<file path="src/rtl/cdb_pkg.sv">
// Shared definitions for the common data bus arbiter.
package cdb_pkg;

  localparam int unsigned N_REQ  = 4;
  localparam int unsigned TAG_W  = 6;
  localparam int unsigned DATA_W = 32;

  // Requester slots on the CDB; the ALU must stay at index 0.
  localparam int unsigned REQ_ALU = 0;
  localparam int unsigned REQ_MUL = 1;
  localparam int unsigned REQ_DIV = 2;
  localparam int unsigned REQ_AGU = 3;

  // Side-band flags that travel with an ALU result.
  typedef struct packed {
    logic branch;
    logic branch_taken;
    logic jalr;
    logic store_pc;
  } cdb_flags_t;

endpackage

</file>
<file path="src/rtl/rr_arbiter.sv">
// Combinational rotating-priority one-hot picker with a fixed index-0 override.
module rr_arbiter #(
  parameter int unsigned N_REQ = 4,
  parameter int unsigned PTR_W = 2
) (
  input  logic [N_REQ-1:0] req,
  input  logic [PTR_W-1:0] ptr,
  input  logic             override,
  output logic [N_REQ-1:0] gnt,
  output logic [PTR_W-1:0] gnt_idx,
  output logic             gnt_any
);

  logic [PTR_W-1:0] cand;

  // Override wins outright; otherwise scan from ptr upward, first requester wins.
  always_comb begin
    gnt     = '0;
    gnt_idx = '0;
    gnt_any = 1'b0;
    cand    = '0;
    if (override && req[0]) begin
      gnt[0]  = 1'b1;
      gnt_any = 1'b1;
    end else begin
      for (int unsigned k = 0; k < N_REQ; k++) begin
        cand = PTR_W'((32'(ptr) + k) % N_REQ);
        if (!gnt_any && req[cand]) begin
          gnt[cand] = 1'b1;
          gnt_idx   = cand;
          gnt_any   = 1'b1;
        end
      end
    end
  end

endmodule

</file>
<file path="src/rtl/cdb_arbiter.sv">
// Common data bus arbiter: picks one execution-unit result per cycle and
// broadcasts it on registered CDB fields the following cycle.
module cdb_arbiter #(
  parameter int unsigned N_REQ  = 4,
  parameter int unsigned DATA_W = 32,
  parameter int unsigned TAG_W  = 6
) (
  input  logic                    clk,
  input  logic                    rst,
  input  logic [N_REQ-1:0]        req,
  input  logic [N_REQ*TAG_W-1:0]  req_tag,
  input  logic [N_REQ*DATA_W-1:0] req_data,
  input  logic                    alu_branch,
  input  logic                    alu_branch_taken,
  input  logic                    alu_jalr,
  input  logic                    alu_store_pc,
  output logic [N_REQ-1:0]        gnt,
  output logic                    cdb_valid,
  output logic [TAG_W-1:0]        cdb_tag,
  output logic [DATA_W-1:0]       cdb_data,
  output logic                    cdb_branch,
  output logic                    cdb_branch_taken,
  output logic                    cdb_jalr,
  output logic                    cdb_store_pc
);

  import cdb_pkg::*;

  localparam int unsigned PTR_W = (N_REQ > 1) ? $clog2(N_REQ) : 1;

  logic [PTR_W-1:0]  ptr_q, ptr_d;
  logic              valid_q, valid_d;
  logic [TAG_W-1:0]  tag_q, tag_d;
  logic [DATA_W-1:0] data_q, data_d;
  cdb_flags_t        flags_q, flags_d;
  cdb_flags_t        alu_flags;

  logic              override;
  logic [N_REQ-1:0]  pick;
  logic [PTR_W-1:0]  pick_idx;
  logic              pick_any;

  // Dispatch stalls on branch/JALR resolution, so those ALU results jump the queue.
  assign override = req[REQ_ALU] & (alu_branch | alu_jalr);

  rr_arbiter #(
    .N_REQ (N_REQ),
    .PTR_W (PTR_W)
  ) u_rr (
    .req      (req),
    .ptr      (ptr_q),
    .override (override),
    .gnt      (pick),
    .gnt_idx  (pick_idx),
    .gnt_any  (pick_any)
  );

  assign gnt = rst ? pick : '0;

  // ALU flags as broadcast; taken is meaningless without a branch.
  always_comb begin
    alu_flags              = '0;
    alu_flags.branch       = alu_branch;
    alu_flags.branch_taken = alu_branch & alu_branch_taken;
    alu_flags.jalr         = alu_jalr;
    alu_flags.store_pc     = alu_store_pc;
  end

  // Next pointer and next bus contents; an idle bus is all zero.
  always_comb begin
    ptr_d   = ptr_q;
    valid_d = 1'b0;
    tag_d   = '0;
    data_d  = '0;
    flags_d = '0;
    if (pick_any) begin
      ptr_d   = (pick_idx == PTR_W'(N_REQ - 1)) ? '0 : pick_idx + 1'b1;
      valid_d = 1'b1;
      tag_d   = req_tag[pick_idx*TAG_W +: TAG_W];
      data_d  = req_data[pick_idx*DATA_W +: DATA_W];
      if (pick_idx == PTR_W'(REQ_ALU)) begin
        flags_d = alu_flags;
      end
    end
  end

  // Pointer and CDB output register.
  always_ff @(posedge clk or negedge rst) begin
    if (!rst) begin
      ptr_q   <= '0;
      valid_q <= 1'b0;
      tag_q   <= '0;
      data_q  <= '0;
      flags_q <= '0;
    end else begin
      ptr_q   <= ptr_d;
      valid_q <= valid_d;
      tag_q   <= tag_d;
      data_q  <= data_d;
      flags_q <= flags_d;
    end
  end

  assign cdb_valid        = valid_q;
  assign cdb_tag          = tag_q;
  assign cdb_data         = data_q;
  assign cdb_branch       = flags_q.branch;
  assign cdb_branch_taken = flags_q.branch_taken;
  assign cdb_jalr         = flags_q.jalr;
  assign cdb_store_pc     = flags_q.store_pc;

endmodule

</file>
<file path="config.mk">
export PLATFORM = sky130hd
export DESIGN_NAME = cdb_arbiter
export DESIGN_NICKNAME = d
export VERILOG_FILES = /design/src/rtl/cdb_pkg.sv /design/src/rtl/rr_arbiter.sv /design/src/rtl/cdb_arbiter.sv
export SDC_FILE = /design/constraint.sdc
export NUM_CORES = 1
export LEC_CHECK = 0
export ABC_AREA = 1
export CORE_ASPECT_RATIO = 1.2
export CORE_MARGIN = 5
export CORE_UTILIZATION = 30
export CTS_CLUSTER_SIZE = 25
export DETAILED_ROUTE_END_ITERATION = 8
export PLACE_DENSITY = 0.68
export SLEW_MARGIN = 30
export SYNTH_ARGS = -nofsm -noshare
export SYNTH_HDL_FRONTEND = slang
export SYNTH_HIERARCHICAL = 1
export SYNTH_SLANG_ARGS = --single-unit
</file>
<file path="constraint.sdc">
create_clock -name clk -period 2.7 [get_ports clk]
set_input_delay 0.675 -clock clk [delete_from_list [all_inputs] [get_ports clk]]
set_output_delay 0.675 -clock clk [all_outputs]
set_load 0.1 [all_outputs]
</file>
# After elaboration in Yosys (flattened, before gate mapping)
# Index checks and enable logic that the tools add are counted.
dict set report totals {
  ff_bits 45
  in_bits 162
  output_inout_bits 47
  elab_cells 87
}
dict set report classes {
  addsub 4
  n_mul 1
  order_cmp 8
  eq_ne 1
  shift 2
  muxes 45
  bitwise 6
  n_reduce_logical 12
}
# operator n
set ops {}
lappend ops {{variable part select 128 x 8 -> 32 bit} 1}
lappend ops {{2-to-1 mux 4 bit} 10}
lappend ops {{2-to-1 mux 32 bit} 1}
lappend ops {{variable part select 24 x 6 -> 6 bit} 1}
lappend ops {{2-to-1 mux 1 bit} 18}
lappend ops {{less-than comparator 2 x 3 -> 1 bit (second input constant)} 4}
lappend ops {{2-to-1 mux 2 bit} 6}
lappend ops {{bitwise OR 4 bit} 3}
lappend ops {{binary-select mux 1 bit (select 2 bit)} 4}
lappend ops {{demux 1 bit (select 2 bit)} 4}
lappend ops {{greater-or-equal comparator 2 x 1 -> 1 bit (second input constant)} 4}
lappend ops {{logical AND 1 bit} 8}
lappend ops {{2-to-1 mux 6 bit} 1}
lappend ops {{adder 2 x 1 -> 2 bit (second input constant)} 2}
lappend ops {{adder 2 bit (second input constant)} 2}
lappend ops {{multiplier 2 x 2 -> 4 bit (second input constant)} 1}
lappend ops {{zero test 1 bit} 3}
lappend ops {{2-to-1 mux 3 bit} 1}
lappend ops {{bitwise AND 1 bit} 2}
lappend ops {{equality test 2 bit (second input constant)} 1}
lappend ops {{zero test 2 bit} 1}
lappend ops {{bitwise OR 1 bit} 1}

# Depth between registers and ports, before layout
dict set report depth {
  ltp_word 19
  ltp_mapped 17
  mapped_depth_nobuf 14
}

# By module
# The synthesis kept the hierarchy.
# module n_inst cells_each area_each_um2 seq_area_each_um2
set by_module_without_submodules {}
lappend by_module_without_submodules {cdb_arbiter 1 519 3133.0 1126.1}
lappend by_module_without_submodules {rr_arbiter 1 89 519.2 0.0}

# Least setup slack after synthesis
# Ideal clock, no wire load.
dict set report synth_timing {
  path_kind {register -> output}
  from {reg ptr_q[0]}
  to {out gnt[1]}
  arrival_ns 2.294
  t_required_ns 2.025
  path_slack_ns -0.269
  stages_incl_launch_ff 13
  cell_sequence {dfrtp_1 inv_2 ha_1 inv_1 nand3_1 nand2_1 nor2_1 a21oi_1 nand3_1 nand2_1 inv_1 nand2_1 inv_1}
}
dict set report synth_via {
  elab_chain_len 17
}
# item line_no
set synth_rtl {}
lappend synth_rtl {{start: declaration} cdb_arbiter.sv:31} ;# logic [PTR_W-1:0] ptr_q, ptr_d;
lappend synth_rtl {{start signal: assignment} cdb_arbiter.sv:96} ;# ptr_q <= ptr_d;
lappend synth_rtl {{branches (longest 14 deep; another with less-than comparator 2 x 3 -> 1 bit)} n/a}
lappend synth_rtl {{2-to-1 mux 4 bit (*)} rr_arbiter.sv:28} ;# if (!gnt_any && req[cand]) begin
lappend synth_rtl {{2-to-1 mux 3 bit (*)} rr_arbiter.sv:22} ;# if (override && req[0]) begin
lappend synth_rtl {{via pick[1]} cdb_arbiter.sv:39} ;# logic [N_REQ-1:0] pick;
lappend synth_rtl {{2-to-1 mux 4 bit (*)} cdb_arbiter.sv:58} ;# assign gnt = rst ? pick : '0;
lappend synth_rtl {{end: declaration} cdb_arbiter.sv:17} ;# output logic [N_REQ-1:0] gnt,
# Mark *: on every way through the listed nets, which the timed path passes. The select of a mux whose other input is x is not followed.

# Final worst setup path
# Ends and elaborated chain as after synthesis.

==> results.toml <==
[status]
outcome = "completed"

[routing]
drtPass1Iterations = 4
wl_met1_um = 5280
routed_wirelength_um = 13200
max_used_layer = "met4"
route.antenna.remaining_nets = 0
vias_per_cell = 4.29
wl_per_cell_um = 13.2
num_vias = 4285
drt_first_iter_violations = 179
sum_of_met3_wire_segment_lengths_after_detailed_routing_um = 876
wl_met2_um = 6780
drc = 0

[logic_synthesis]
synth_seq_area_share = 0.308
synthSimpleGateAreaFrac = 0.360
synthCells = 608
synthAdderAreaFrac = 0.0308
yosys_most_used_dff = "sky130_fd_sc_hd__dfrtp_1"
synth_nets = 779
yosys-mux-area-fraction = 0
synth-xor-area-share = 0
synth_compound_area_frac = 0.0747
netlist_area_before_placement_mm2 = 0.00365
yosys_warnings = 6
flip_flop_and_latch_count_after_synthesis = 45
synth_top_family_by_area = "simple AND/OR/NAND/NOR gates"
async_flop_share = 1.00
edff_count_synth = 0
synth_cell_type_count = 26
synth_area_per_cell_um2 = 6.01

[timing]
max_freq_mhz = 371
transition_at_the_pin_with_the_smallest_max_transition_slack_ns = 0.626
grt_setup_unrepaired = "true"
slew_headroom = 0.582
period_utilization_post_route = 0.999
tns_ns = 0
whs_ns = 0.591
timing_max_transition_violations_final = 0
finalClockSkew_ns = 0.00466
period_minus_slack_ns = 2.70
finalHoldViolations = 0
final_setup_fails = 0

[floorplanning]
pin_count = 209
initial_utilization = 0.304
floorplan.rows = 44
die_y_um = 131
fp.dieW_um = 111
core_region_area_mm2 = 0.0120
die_area_mm2 = 0.0145

[global_routing]
grt_antenna_before_repair = 1
grt_pass1_wl_um = 20500
pin_count_of_the_biggest_net_entering_global_routing = 46
grt_remaining_overflow = 0
grt_util_all_layers = 0.173
first_global_vias = 4035

[worst_setup_path]
path_buf_inv = 5
worst-endpoint-required_ns = 2.03
master_of_the_slowest_instance_on_the_critical_path = "sky130_fd_sc_hd__dfrtp_2"
critical_path.startpoint_type = "flop"
rr_endpoint = "cdb_data[27]$_DFF_PN0_"
critical_path_peak_fanout = 11
cp.depth = 12
r2r_setup_slk_ns = 0.32
timing.setup.critical_path_class = "flop to output port"
worst-r2r-cell-count = 16
critical_path.endpoint_type = "output port"
timing.critical_path.max_delay_family = "buffers and inverters"
worstPathCellList = "buf_4 -> nand2_2 -> nand3_4 -> buf_4 -> a21boi_1 -> a21oi_2 -> nand3_1 -> nand2_1 -> inv_1 -> nand2_2 -> clkinvlp_4 -> buf_12"
crit_end = "gnt[1]"
critical_path.startpoint = "ptr_q[0]$_DFFE_PN0P_"
cp_data_arrival_time_ns = 2.02
critical-path-max-stage-delay_ns = 0.40
reg_to_reg_startpoint = "ptr_q[0]$_DFFE_PN0P_"

[clocking]
tritoncts = "done"
numCtsBuffers = 5
clock_sink_count = 45
cts_max_level = 2
clkLatencyLatePin_ns = 0.29
root_buffer = "sky130_fd_sc_hd__clkbuf_16"
hold_buffers = 0
max-clock-path-buffers = 2
path_clk_slew_ns = 0.06

[placement]
place.gp.congestion = 0.883
hpwlAfterDp_um = 10200
placedInstanceArea_mm2 = 0.00612
numPortBuffers = 208

[finish]
final_layout_size_suffix_gt1_frac = 0.178
final_nets = 1010
area_growth_pct = 75.1
final_design_area_no_fill_mm2 = 0.00640
finalCoreUtilization = 0.533

[worst_hold_path]
holdCritPathClass = "input pin to asynchronous set/reset pin"

[flow_run]
cap_viol_max_count = 0
-- state kept, by name (all words and copies together) (netlist names) --
signal and count:
cdb_branch 1, cdb_branch_taken 1, cdb_data 32, cdb_jalr 1
cdb_store_pc 1, cdb_tag 6, cdb_valid 1, ptr_q 2
-- cell usage in the layout (no fill, tap or decap), types with 4 or more instances in the layout --
cell	instances
sky130_fd_sc_hd__nand2_1	172
sky130_fd_sc_hd__inv_1	166
sky130_fd_sc_hd__clkdlybuf4s50_1	155
sky130_fd_sc_hd__nand3_1	89
sky130_fd_sc_hd__buf_4	76
sky130_fd_sc_hd__dfrtp_1	44
sky130_fd_sc_hd__a21oi_1	39
sky130_fd_sc_hd__nand2_2	18
sky130_fd_sc_hd__buf_12	11
sky130_fd_sc_hd__ha_1	8
sky130_fd_sc_hd__inv_2	5
sky130_fd_sc_hd__clkbuf_16	5
sky130_fd_sc_hd__nand2_4	5
sky130_fd_sc_hd__nor2_1	4
sky130_fd_sc_hd__clkinvlp_4	4
sky130_fd_sc_hd__clkbuf_2	4
sky130_fd_sc_hd__buf_6	4
-- repair_timing --
| item | 4_1_cts | 5_1_grt |
|---|---|---|
| setup endpoints to repair | 7 | 4 |
| cloned | 1 | 0 |
| pin swaps | 11 | 11 |
| setup buffers | 1 | 3 |
| gates resized for setup | 31 | 17 |
-- worst register-to-register path, delay by kind of cell (launching register included) --
family                     cells  cell delay, ns
and+or+nand+nor                8            0.60
adders and majority gates      1            0.21
DFF                            1            0.40
buffers and inverters          5            0.74
AOI/OAI and AO/OA              2            0.36
-- stage by stage --
step	setup slack, ns	instances
after floorplan	0.0000226	608
after global placement	-0.349	988
after detailed placement	-0.334	988
after CTS	0.00199	996
after global routing	-0.0959	1000
final	0.00241	1000
-- kinds of logic (layout without fill, tap and decap cells) --
family                   Yosys count  count (layout)
AO/OA/AOI/OAI                     51              51
adder cells (fa/ha/maj)            9               9
buffers and inverters            205             434
flip-flops                        45              45
other                              0               1
AND/OR/NAND/NOR                  298             299
-- Yosys cell counts (2+ instances only) --
library cell | n | area share
sky130_fd_sc_hd__nand3_2 | 2 | 0.0055
sky130_fd_sc_hd__clkbuf_1 | 9 | 0.0092
sky130_fd_sc_hd__inv_1 | 172 | 0.18
sky130_fd_sc_hd__inv_2 | 3 | 0.0031
sky130_fd_sc_hd__nand2_2 | 8 | 0.014
sky130_fd_sc_hd__nand4_1 | 3 | 0.0051
sky130_fd_sc_hd__nor2_1 | 5 | 0.0051
sky130_fd_sc_hd__buf_4 | 3 | 0.0062
sky130_fd_sc_hd__a21boi_0 | 3 | 0.0062
sky130_fd_sc_hd__nand3_1 | 90 | 0.12
sky130_fd_sc_hd__buf_6 | 4 | 0.012
sky130_fd_sc_hd__buf_2 | 12 | 0.016
sky130_fd_sc_hd__ha_1 | 9 | 0.031
sky130_fd_sc_hd__nand2_1 | 185 | 0.19
sky130_fd_sc_hd__a21oi_1 | 43 | 0.059
sky130_fd_sc_hd__dfrtp_1 | 45 | 0.31
sky130_fd_sc_hd__nand2_4 | 3 | 0.0092
-- metal layers --
metal	vias up	GRT usage
met4	0	0.0507
met1	1891	0.202
met2	141	0.314
li1	2239	-
met3	14	0.0470
met5	-	0
-- how the worst min path moves through the flow --
stage                                   endpoint  cells after the start
final                     cdb_store_pc$_DFF_PN0_                      2
after global routing      cdb_store_pc$_DFF_PN0_                      2
after CTS                 cdb_store_pc$_DFF_PN0_                      2
after detailed placement    ptr_q[1]$_DFFE_PN0P_                      3
after global placement      ptr_q[1]$_DFFE_PN0P_                      3
after floorplan             cdb_branch$_DFF_PN0_                      0
-- layout make-up --
class / instances / area [um^2]
Clock buffer: 5 / 125
Inverter: 176 / 677
Tap cell: 161 / 201
Timing Repair Buffer: 252 / 2420
Clock inverter: 1 / 5.00
Fill cell: 1219 / 5610
Sequential cell: 45 / 1130
Multi-Input combinational cell: 359 / 1840
Antenna cell: 1 / 2.50
Power is left out: the tool's default activity adds up to more than one toggle a clock period on the data nets, which glitch-free logic cannot reach.
